### src/rtl/mem_arbiter.sv
// -----------------------------------------------------------------------------
// mem_arbiter
//   Shares one unified memory port between the fetch stage (instruction reads)
//   and the memory stage (data loads/stores). One transaction is outstanding at
//   a time. Data accesses normally win; a starvation counter forces a fetch
//   grant after STARVE_LIMIT consecutive contested data wins.
//
// Ports
//   clk_i, rst_i            clock (rising edge), async active-low reset
//   if_req_i/if_addr_i      fetch read request
//   if_gnt_o                fetch accepted (combinational, one-cycle pulse)
//   if_rvalid_o/if_rdata_o  fetch response (registered pulse / held data)
//   dm_req_i/dm_we_i/dm_addr_i/dm_wdata_i  data load/store request
//   dm_gnt_o                data accepted (combinational, one-cycle pulse)
//   dm_rvalid_o/dm_rdata_o  load data / store done (registered pulse / held data)
//   mem_req_o/mem_we_o/mem_addr_o/mem_wdata_o  request to memory
//   mem_gnt_i/mem_rvalid_i/mem_rdata_i         memory handshake and response
// -----------------------------------------------------------------------------
module mem_arbiter #(
    parameter int ADDRESS_WIDTH = 32,
    parameter int DATA_WIDTH    = 32,
    parameter int STARVE_LIMIT  = 4
) (
    input  logic                     clk_i,
    input  logic                     rst_i,
    input  logic                     if_req_i,
    input  logic [ADDRESS_WIDTH-1:0] if_addr_i,
    output logic                     if_gnt_o,
    output logic                     if_rvalid_o,
    output logic [DATA_WIDTH-1:0]    if_rdata_o,
    input  logic                     dm_req_i,
    input  logic                     dm_we_i,
    input  logic [ADDRESS_WIDTH-1:0] dm_addr_i,
    input  logic [DATA_WIDTH-1:0]    dm_wdata_i,
    output logic                     dm_gnt_o,
    output logic                     dm_rvalid_o,
    output logic [DATA_WIDTH-1:0]    dm_rdata_o,
    output logic                     mem_req_o,
    output logic                     mem_we_o,
    output logic [ADDRESS_WIDTH-1:0] mem_addr_o,
    output logic [DATA_WIDTH-1:0]    mem_wdata_o,
    input  logic                     mem_gnt_i,
    input  logic                     mem_rvalid_i,
    input  logic [DATA_WIDTH-1:0]    mem_rdata_i
);

    localparam int CNT_W = (STARVE_LIMIT < 1) ? 1 : $clog2(STARVE_LIMIT + 1);
    localparam logic [CNT_W-1:0] LIMIT = CNT_W'(STARVE_LIMIT);

    typedef enum logic [1:0] {
        ST_IDLE = 2'd0,
        ST_REQ  = 2'd1,
        ST_WAIT = 2'd2
    } state_e;

    state_e                   state_q, state_d;
    logic [CNT_W-1:0]         starve_cnt_q, starve_cnt_d;
    logic                     owner_dm_q, owner_dm_d;   // 1 = data port owns the transaction
    logic                     we_q, we_d;
    logic [ADDRESS_WIDTH-1:0] addr_q, addr_d;
    logic [DATA_WIDTH-1:0]    wdata_q, wdata_d;
    logic                     if_rvalid_q, if_rvalid_d;
    logic                     dm_rvalid_q, dm_rvalid_d;
    logic [DATA_WIDTH-1:0]    if_rdata_q, if_rdata_d;
    logic [DATA_WIDTH-1:0]    dm_rdata_q, dm_rdata_d;
    logic                     if_gnt_s, dm_gnt_s;

    // Next-state, arbitration and response-capture logic.
    always_comb begin
        state_d      = state_q;
        starve_cnt_d = starve_cnt_q;
        owner_dm_d   = owner_dm_q;
        we_d         = we_q;
        addr_d       = addr_q;
        wdata_d      = wdata_q;
        if_rvalid_d  = 1'b0;
        dm_rvalid_d  = 1'b0;
        if_rdata_d   = if_rdata_q;
        dm_rdata_d   = dm_rdata_q;
        if_gnt_s     = 1'b0;
        dm_gnt_s     = 1'b0;
        case (state_q)
            ST_IDLE: begin
                // Data wins unless fetch has been starved for LIMIT contested rounds.
                if (dm_req_i && !(if_req_i && (starve_cnt_q == LIMIT))) begin
                    dm_gnt_s   = 1'b1;
                    owner_dm_d = 1'b1;
                    we_d       = dm_we_i;
                    addr_d     = dm_addr_i;
                    wdata_d    = dm_wdata_i;
                    state_d    = ST_REQ;
                end else if (if_req_i) begin
                    if_gnt_s   = 1'b1;
                    owner_dm_d = 1'b0;
                    we_d       = 1'b0;
                    addr_d     = if_addr_i;
                    wdata_d    = '0;
                    state_d    = ST_REQ;
                end else begin
                    state_d    = ST_IDLE;
                end
                // Only a data win over a waiting fetch counts toward starvation.
                if (dm_gnt_s && if_req_i) begin
                    starve_cnt_d = (starve_cnt_q == LIMIT) ? LIMIT : (starve_cnt_q + CNT_W'(1));
                end else begin
                    starve_cnt_d = '0;
                end
            end
            ST_REQ: begin
                if (mem_gnt_i) begin
                    state_d = ST_WAIT;
                end else begin
                    state_d = ST_REQ;
                end
            end
            ST_WAIT: begin
                if (mem_rvalid_i) begin
                    state_d = ST_IDLE;
                    if (owner_dm_q) begin
                        dm_rvalid_d = 1'b1;
                        // A store completion carries no data; keep the last load value.
                        if (!we_q) begin
                            dm_rdata_d = mem_rdata_i;
                        end else begin
                            dm_rdata_d = dm_rdata_q;
                        end
                    end else begin
                        if_rvalid_d = 1'b1;
                        if_rdata_d  = mem_rdata_i;
                    end
                end else begin
                    state_d = ST_WAIT;
                end
            end
            default: begin
                state_d = ST_IDLE;
            end
        endcase
    end

    // State, latched request and response registers.
    always_ff @(posedge clk_i or negedge rst_i) begin
        if (!rst_i) begin
            state_q      <= ST_IDLE;
            starve_cnt_q <= '0;
            owner_dm_q   <= 1'b0;
            we_q         <= 1'b0;
            addr_q       <= '0;
            wdata_q      <= '0;
            if_rvalid_q  <= 1'b0;
            dm_rvalid_q  <= 1'b0;
            if_rdata_q   <= '0;
            dm_rdata_q   <= '0;
        end else begin
            state_q      <= state_d;
            starve_cnt_q <= starve_cnt_d;
            owner_dm_q   <= owner_dm_d;
            we_q         <= we_d;
            addr_q       <= addr_d;
            wdata_q      <= wdata_d;
            if_rvalid_q  <= if_rvalid_d;
            dm_rvalid_q  <= dm_rvalid_d;
            if_rdata_q   <= if_rdata_d;
            dm_rdata_q   <= dm_rdata_d;
        end
    end

    // Grants are combinational; masking with rst_i keeps them low while in reset.
    assign if_gnt_o    = if_gnt_s & rst_i;
    assign dm_gnt_o    = dm_gnt_s & rst_i;
    assign if_rvalid_o = if_rvalid_q;
    assign if_rdata_o  = if_rdata_q;
    assign dm_rvalid_o = dm_rvalid_q;
    assign dm_rdata_o  = dm_rdata_q;
    assign mem_req_o   = (state_q == ST_REQ);
    assign mem_we_o    = we_q;
    assign mem_addr_o  = addr_q;
    assign mem_wdata_o = wdata_q;

endmodule

### config.mk
export PLATFORM = sky130hd
export DESIGN_NAME = mem_arbiter
export DESIGN_NICKNAME = d
export VERILOG_FILES = /design/src/rtl/mem_arbiter.sv
export SDC_FILE = /design/constraint.sdc
export NUM_CORES = 1
export LEC_CHECK = 0
export CORE_MARGIN = 3
export CORE_UTILIZATION = 46
export CTS_BUF_LIST = sky130_fd_sc_hd__clkbuf_8
export CTS_CLUSTER_DIAMETER = 150
export DETAILED_ROUTE_END_ITERATION = 6
export GPL_TIMING_DRIVEN = 0
export PLACE_DENSITY = 0.88
export SYNTH_ARGS = -nofsm -noshare
export SYNTH_HDL_FRONTEND = slang
export SYNTH_SLANG_ARGS = --single-unit
### constraint.sdc
create_clock -name clk_i -period 4.83 [get_ports clk_i]
set_input_delay 0.966 -clock clk_i [delete_from_list [all_inputs] [get_ports clk_i]]
set_output_delay 0.966 -clock clk_i [all_outputs]
set_load 0.005 [all_outputs]
======== After elaboration in Yosys (flattened, before gate mapping) ========
Cells that the tools add are included.
W data, S select, Z words.
cells by class
  equal/unequal tests ..................... 3
  add/subtract/negate cells ............... 1
  bitwise gates (word level) .............. 4
  multiplexer cells ....................... 26
  reductions and logical operators ........ 9
operator list
  operator               count
  $mux W32               4
  $mux W1                17
  $mux W3                2
  $pmux W2 S3            1
  $mux W2                2
  $reduce_and A4 Y1      1
  $add A3 B1 Y3 const B  1
  $eq A3 B3 Y1 const B   1
  $logic_and A1 B1 Y1    3
  $reduce_and A3 Y1      1
  $and A1 B1 Y1          2
  $eq A2 B1 Y1 const B   1
  $eq A2 B2 Y1 const B   1
  $logic_not A2 Y1       1
  $not A1 Y1             2
  $reduce_and A2 Y1      1
  $reduce_bool A2 Y1     1
  $logic_not A1 Y1       1
storage, ports and cells
  word-level logic and storage cells ...... 53
  input port bits ......................... 135
  bits in registers ....................... 137
  output and inout port bits .............. 134

======== Logic depth before layout (Yosys ltp) ========
Gate-level depths: netlist (run 1).
  depth in word-level cells ............... 8
  gate-level depth with buffers ........... 7
  depth with buffers taken out ............ 5

======== Worst setup path after synthesis (run 1) ========
OpenSTA, ideal clock, no wires.
  path type ............................... input -> output
  start point ............................. input dm_req_i
  end point ............................... output dm_gnt_o
  path buffers ............................ 3
  data arrival time ....................... 1.845 ns
  slack ................................... 2.019 ns
  stages on the path ...................... 5
  data required time ...................... 3.864 ns
  path through ............................ clkbuf_1 > and3_1 > buf_2 > buf_2 > and2_1
on the way
  cells in the longest elaborated chain, start to end .. 5
ends and longest elaborated chain
  what                  RTL line  text
  start: declaration    31        input logic dm_req_i,
  $logic_and A1 B1 Y1   85        if (dm_req_i && !(if_req_i && (starve_cnt_q == LIMIT))) begin
  $mux W1               85
  $mux W1 (2 in a row)  82        case (state_q)
  $and A1 B1 Y1         170       assign dm_gnt_o = dm_gnt_s & rst_i;
  end: declaration      35        output logic dm_gnt_o,
No other way between the ends. The select of a mux whose other input is x is not followed.

======== Worst setup path in the final report (run 1) ========
Ends and elaborated chain as after synthesis.

==> impl_metrics.ini, run 1 <==
[status]
status = finished clean

[cts]
clockRootBuffer = clkbuf_8
htreeDepth = 4
cts_buffers = 17
clock_latency_ns = 0.42
clkSinkCount = 137
worst_setup_hold_path_clk_slew_ns = 0.07
clock_path_buffers = 2
cts_resized = 0
postCtsSetupBuffers = 0
cts_tree = yes
postCtsHoldBufs = 0

[die]
die_w_um = 119
initial_core_util_pct = 47.8
core_area_um2 = 12300
placementRows = 40
die_h_um = 119
io_pins = 269
die_area_um2 = 14100

[sta]
final.setup.tns_ns = 0
grt_setup_unrepaired = false
min_period_ns = 4.13
slew_headroom_pct = 65.0
period_share_pct = 85.6
timing.final.ws_setup_ns = 0.697
setup_viol = 0
fin_skew_ns = 0.0115
holdWs_ns = 0.447
maxSlewViolCount = 0
hold_viol_final = 0
tightest_slew_ns = 0.526
fmax_ghz = 0.242

[flow_run]
maxCapViolCount = 0

[setup_path]
critPathLaunchType = input pin
crit_arrival_ns = 3.17
reg2reg_depth = 7
path_class = in2out
crit_chain = clkdlybuf4s50_1, clkbuf_1, and3_1, buf_2, buf_2, and2_1, clkdlybuf4s50_1
required_ns = 3.86
crit_fanout = 10
critPathMaxStageDelay_ns = 0.52
crit_buf_inv = 5
endpoint_kind = primary output
crit_slowest_cell = clkdlybuf4s50_1
path_delay_family = buffers and inverters
path_depth = 7

[final_layout]
num_antenna_cells = 0
synthToLayoutAreaGrowth_pct = 55.9
nFillCells = 806
fin_area_um2 = 9140
layout-drive-gt1-share_pct = 17.4
final_nets = 874

[routing]
vias = 4990
vias_per_cell = 5.45
drtPass1Iterations = 5
drtIter0Drc = 356
totalWireLength_um = 17400
wl_per_cell_um = 19.0
drc = 0
ant_nets = 0

[grt]
grt-ovfl-total = 0
grt_usage_pct = 24.8
grt_pass1_vias = 5405
antenna_found_initial = 0
grt_pass1_wl_um = 27700
grt_max_degree = 101

[yosys]
seq_area_frac_synth_pct = 58.4
synthTopCellsByCount = dfrtp_1 (137), mux2_2 (43), nand3_1 (43)
synth_area_um2 = 5870
dominantRegCellSynth = dfrtp_1
yosysTopAreaCellShare_pct = 58.4
yosysWarnings = 0
syn-mean-instance-area_um2 = 13.1
synth_edf_count = 0
synth_area_leader_cell = dfrtp_1
ys_types = 31
syn_inst = 449
yosysMostFrequentCell = dfrtp_1
syn_nets = 586
async_reset_ff_share_pct = 100
ys_ff_latch = 137
synthTopCellsByArea = dfrtp_1 (58%), mux2_2 (8.3%), mux2_4 (5.4%)

[power_and_ir_drop]
p_int_mw = 3.69
leakagePower_nw = 3.88
power.density_nw_per_um2 = 588
power_frac_seq_pct = 37.1
power.share.switching_pct = 31.5
p_total_mw = 5.38
switching_power_mw = 1.69
peakVddDrop_v = 0.000306
p_clk_share_pct = 15.6
combPwrFrac_pct = 47.4

[placed_design]
io_buffers = 268
place.gp.congestion = 0.767
dpl_cell_area_um2 = 8790
dp_hpwl_um = 13300
pre_cts_slack_ns = 0.685

[hold_path]
min_path_type = in2async
kinds of logic after synthesis:
kind of cell	synth area share, %
AO/OA/AOI/OAI	11.5
AND/OR/NAND/NOR	9.64
buffers and inverters	6.40
adder cells (fa/ha/maj)	0.426
multiplexers	13.6
flip-flops	58.4
per-stage QoR:
step           utilization [%]  instances
3_5_place_dp              71.7        886
6_report                  74.6        916
2_1_floorplan                -        449
4_1_cts                   74.6        916
5_1_grt                   74.6        916
3_3_place_gp              71.4        885
flip-flops by register name, summed over array words and instances (netlist names):
name and cells:
dm_rdata_o 32, if_rdata_o 32, mem_addr_o 32, mem_wdata_o 32
starve_cnt_q 3, state_q 2, dm_rvalid_o 1, if_rvalid_o 1
mem_we_o 1, owner_dm_q 1
cells in the final DEF, fill, tap and decap left out, drive strengths merged:
master           n
a21o             1
a21oi            2
a22o            23
and2             3
and3             1
and4b            1
buf             24
bufinv           1
clkbuf          39
clkdlybuf4s50  267
clkinv           4
clkinvlp         3
dfrtp          137
ha               2
inv             37
mux2            64
nand2            5
nand2b           2
nand3           44
nand3b           1
nand4           35
nor2             2
nor2b            1
nor3b            1
o21ai            3
o221ai          32
o2bb2ai         11
or2              2
path summary, 6_finish.rpt:
check                           startpoint         endpoint  slack [ns]
setup reg to reg           starve_cnt_q[0]   mem_addr_o[30]        2.85
hold / removal                       rst_i   dm_rdata_o[22]        0.45
min in group clk_i         mem_wdata_o[30]  mem_wdata_o[30]        0.50
max in group asynchronous            rst_i       owner_dm_q        3.60
setup / recovery                  dm_req_i         dm_gnt_o        0.70
hold reg to reg            mem_wdata_o[30]  mem_wdata_o[30]        0.50
layer usage:
metal / vias up / global-route usage [%] / part of all wire [%]
met1: 2465 / 28.5 / 38
met2: 246 / 43.1 / 51
li1: 2238 / - / -
met4: 0 / 10.7 / 3.1
met5: - / 0 / 0
met3: 41 / 7.45 / 7.5
power groups by stage:
stage / registers (mW) / clock network, mW / logic [mW]
CTS: 1.99 / 0.861 / 2.57
detailed placement: 2.00 / 0 / 2.56
global placement: 1.97 / 0 / 2.46
floorplan: 2.00 / 0 / 1.04
finish: 1.99 / 0.838 / 2.55
global route: 2.05 / 0.911 / 2.73
cell type report:
cell class / count / area [µm²] / area share (%)
repair buffers: 269 / 2710 / 29.7
well taps: 168 / 210 / 2.30
plain buffers: 41 / 244 / 2.67
flip-flops and latches: 137 / 3430 / 37.5
multi-input cells: 236 / 2060 / 22.6
inverters: 35 / 131 / 1.44
clock inverters: 10 / 80.1 / 0.876
clock buffers: 20 / 275 / 3.01
(Power assumes the default switching activity.)
==> run 2: changes to the inputs <==
Settings changed: CORE_UTILIZATION 46 to 40, PLACE_DENSITY 0.88 to 0.78.
==> impl_metrics.ini, run 2 (synthesis gave the netlist of run 1 again) <==
[cts]
cts_buffers = 17
worst_setup_hold_path_clk_slew_ns = 0.08
htreeDepth = 4
clock_latency_ns = 0.44
cts_resized = 0
clockRootBuffer = clkbuf_8
clkSinkCount = 137
postCtsHoldBufs = 0
postCtsSetupBuffers = 0
cts_tree = yes
clock_path_buffers = 2

[grt]
grt_usage_pct = 21.0
grt_pass1_wl_um = 26900
grt_pass1_vias = 5152
antenna_found_initial = 0
grt-ovfl-total = 0
grt_max_degree = 74

[sta]
maxSlewViolCount = 0
timing.final.ws_setup_ns = 0.721
slew_headroom_pct = 58.2
grt_setup_unrepaired = false
hold_viol_final = 0
tightest_slew_ns = 0.627
period_share_pct = 85.1
final.setup.tns_ns = 0
fmax_ghz = 0.243
setup_viol = 0
fin_skew_ns = 0.0114
min_period_ns = 4.11

[setup_path]
path_class = in2out
crit_fanout = 10
crit_slowest_cell = clkdlybuf4s50_1
r2r_setup_slack_ns = 2.87
reg2reg_from = starve_cnt_q[0]
crit_arrival_ns = 3.14
critPathLaunchType = input pin
required_ns = 3.86
crit_chain = clkdlybuf4s50_1, clkbuf_1, and3_1, buf_2, buf_2, and2_1, clkdlybuf4s50_1
critPathMaxStageDelay_ns = 0.53
endpoint_kind = primary output
crit_start = dm_req_i

[die]
die_w_um = 127
die_h_um = 127
die_area_um2 = 16200
core_area_um2 = 14100
io_pins = 269
initial_core_util_pct = 41.6
placementRows = 43

[final_layout]
synthToLayoutAreaGrowth_pct = 56.4
num_antenna_cells = 0
final_common_cell = clkdlybuf4s50_1
final_core_util_pct = 65.1
layout-drive-gt1-share_pct = 17.7
final_cell_mix = clkdlybuf4s50_1 (267), dfrtp_1 (137), nand3_1 (43), mux2_2 (43), inv_1 (36)
final_nets = 874
final_cells = 930

[power_and_ir_drop]
power.density_nw_per_um2 = 587
leakagePower_nw = 3.88
peakVddDrop_v = 0.000272

[routing]
vias_per_cell = 5.28
vias = 4908
drc = 0
drtPass1Iterations = 4
wl_per_cell_um = 18.3
totalWireLength_um = 17100
ant_nets = 0
drtIter0Drc = 219

[placed_design]
dpl.cell_count = 898
dp_hpwl_um = 12800
pre_cts_slack_ns = 0.702
io_buffers = 268
place.gp.congestion = 0.840

[flow_run]
maxCapViolCount = 0

[hold_path]
min-delay-start = mem_wdata_o[29]
min_path_type = reg2reg

[status]
status = finished clean
run 2: cell type report:
type | count | area [µm²]
plain buffers | 41 | 244
clock buffers | 18 | 248
clock inverters | 14 | 125
fillers | 1068 | 4920
inverters | 35 | 131
multi-input cells | 236 | 2060
flip-flops and latches | 137 | 3430
well taps | 180 | 225
repair buffers | 269 | 2710
run 2: worst paths after layout:
kind                                   endpoint  cells after the start
worst max register to register   mem_addr_o[24]                      7
max in group asynchronous        if_rdata_o[17]                      2
worst min register to register  mem_wdata_o[29]                      1
min in group asynchronous        mem_addr_o[28]                      1
worst max-delay path                   dm_gnt_o                      7
worst min-delay path            mem_wdata_o[29]                      1
run 2: power breakdown:
part	leakage (nW)	switching [mW]	internal, mW
Combinational	1.99	0.941	1.57
Clock	0.184	0.460	0.422
Sequential	1.71	0.310	1.68
run 2: layer usage:
| layer | wire length (µm) | track usage, % | up-vias |
|---|---|---|---|
| li1 | - | - | 2238 |
| met1 | 6740 | 25.1 | 2384 |
| met2 | 8340 | 34.4 | 248 |
| met3 | 1500 | 7.27 | 38 |
| met4 | 471 | 9.09 | 0 |
| met5 | 0 | 0 | - |
run 2: metrics by stage:
stage / power [mW] / cell area, µm² / hold WS (ns)
finish: 5.38 / 9180 / 0.502
global route: 5.71 / 9180 / 0.519
CTS: 5.44 / 9180 / 0.501
detailed placement: 4.53 / 8800 / 0.478
global placement: 4.45 / 8770 / 0.471
floorplan: 3.05 / 5870 / 0.472
run 2: worst max-delay path, delay by kind of cell:
family / cells / cell delay (ns)
simple gates: 2 / 0.39
buf+inv: 5 / 1.79
==> run 3: changes to the inputs <==
Settings changed: CELL_PAD_IN_SITES_DETAIL_PLACEMENT set to 1, CELL_PAD_IN_SITES_GLOBAL_PLACEMENT set to 1, CORE_UTILIZATION 40 to 35, CTS_BUF_LIST sky130_fd_sc_hd__clkbuf_8 to sky130_fd_sc_hd__clkbuf_4 sky130_fd_sc_hd__clkbuf_8, PLACE_DENSITY 0.78 to unset, PLACE_DENSITY_LB_ADDON set to 0.1.
==> impl_metrics.ini, run 3 (synthesis gave the netlist of run 1 again) <==
[hold_path]
min_path_type = reg2reg
min_path_cells = 1
holdPathEnd = mem_wdata_o[28]
min-delay-start = mem_wdata_o[28]

[sta]
min_period_ns = 4.12
setup_viol = 0
fmax_ghz = 0.243
tightest_slew_ns = 0.667
holdWs_ns = 0.503
hold_viol_final = 0
maxSlewViolCount = 0
slew_headroom_pct = 55.5
period_share_pct = 85.2
grt_setup_unrepaired = false
fin_skew_ns = 0.0146

[routing]
vias = 4870
totalWireLength_um = 19000
wl_per_cell_um = 19.7
drc = 0
drtPass1Iterations = 5
ant_nets = 0
drtIter0Drc = 164
vias_per_cell = 5.04

[grt]
antenna_found_initial = 1
grt-ovfl-total = 0
grt_pass1_vias = 5479
grtUsageMet2_pct = 34.9
grt_usage_pct = 20.8
met3_usage_pct = 6.46
grt_max_degree = 71
grt_pass1_wl_um = 29600
use_met1_pct = 25.5
busiest_layer = met2

[die]
die_area_um2 = 18400
io_pins = 269
die_w_um = 135
placementRows = 46
die_h_um = 135
core_area_um2 = 16100
initial_core_util_pct = 36.4

[final_layout]
multi_input_area_um2 = 2060
final_nets = 874
final_cell_mix = clkdlybuf4s50_1 (267), dfrtp_1 (137), nand3_1 (43), mux2_2 (43)
synthToLayoutAreaGrowth_pct = 57.6
layout.area.seq_um2 = 3430
nFillCells = 1669
fin_area_um2 = 9250
final_core_util_pct = 57.4
final_common_cell = clkdlybuf4s50_1
layout-drive-gt1-share_pct = 17.8
final_cells = 966

[setup_path]
r2r-end = mem_addr_o[29]
critPathMaxStageDelay_ns = 0.50
crit_arrival_ns = 3.15
endpoint_kind = primary output
critPathLaunchType = input pin
path_class = in2out
crit_chain = clkdlybuf4s50_1, clkbuf_1, and3_1, buf_2, buf_2, and2_1, clkdlybuf4s50_1
crit_slowest_cell = clkdlybuf4s50_1
r2r_setup_slack_ns = 2.89
required_ns = 3.86
path_delay_family = buffers and inverters
reg2reg_from = starve_cnt_q[0]
crit_fanout = 10
reg2reg_depth = 7
crit_buf_inv = 5

[cts]
postCtsSetupBuffers = 0
clkSinkCount = 137
cts_tree = yes
clockRootBuffer = clkbuf_8
worst_setup_hold_path_clk_slew_ns = 0.08
clock_path_buffers = 2
cts_resized = 0
clock_latency_ns = 0.44
cts_buffers = 17
postCtsHoldBufs = 0
htreeDepth = 4

[power_and_ir_drop]
power.density_nw_per_um2 = 593
p_total_mw = 5.48
leakagePower_nw = 3.89
peakVddDrop_v = 0.000263

[placed_design]
dpl_cell_area_um2 = 8850
dpl.cell_count = 934
io_buffers = 268
place.gp.congestion = 0.850
dp_hpwl_um = 14500

[status]
status = finished clean

[flow_run]
maxCapViolCount = 0
## run 3: cell types whose count changed in the layout (fill, tap and decap cells not counted), sizes merged
cell / change
bufinv: +1
clkbuf: +2
clkinv: -1
clkinvlp: -1
diode: +1
inv: -2
## run 3: area by class of cell
| class | count | area share [%] |
|---|---|---|
| Antenna cell | 1 | 0.0271 |
| Buffer | 41 | 2.64 |
| Clock buffer | 20 | 2.98 |
| Clock inverter | 11 | 1.30 |
| Inverter | 35 | 1.42 |
| Multi-Input combinational cell | 236 | 22.3 |
| Sequential cell | 137 | 37.1 |
| Tap cell | 216 | 2.92 |
| Timing Repair Buffer | 269 | 29.3 |
## run 3: metal layers
layer  share of wire, %  up-vias
li1                   -     2230
met3                6.6       30
met5                  0        -
met2                 51      193
met4                2.1        0
met1                 41     2417
## run 3: through the flow
| step | setup WS [ns] | TNS (ns) |
|---|---|---|
| final | 0.713 | 0 |
| after global routing | 0.577 | 0 |
| after CTS | 0.672 | 0 |
| after detailed placement | 0.695 | 0 |
| after global placement | -3.16 | -376.81 |
| after floorplan | 2.02 | 0 |
## run 3: worst max-delay path by stage
stage | endpoint | depth (start not counted) | start
6_report | dm_gnt_o | 7 | dm_req_i
5_1_grt | dm_gnt_o | 7 | dm_req_i
4_1_cts | dm_gnt_o | 7 | dm_req_i
3_5_place_dp | dm_gnt_o | 7 | dm_req_i
3_3_place_gp | if_gnt_o | 4 | rst_i
2_1_floorplan | dm_gnt_o | 5 | dm_req_i
## run 3: worst register-to-register path, cell delays in order (launching register included)
cell      delay (ns)
dfrtp_1         0.40
inv_1           0.06
ha_1            0.23
nand3_2         0.17
and2_1          0.16
buf_2           0.16
clkbuf_1        0.40
o221ai_1        0.22
## run 3: power by group
| group | switching (mW) | internal, mW | leakage (nW) |
|---|---|---|---|
| clock | 0.442 | 0.495 | 0.197 |
| sequential | 0.324 | 1.68 | 1.71 |
| combinational | 0.971 | 1.57 | 1.99 |
| total | 1.74 | 3.75 | 3.89 |
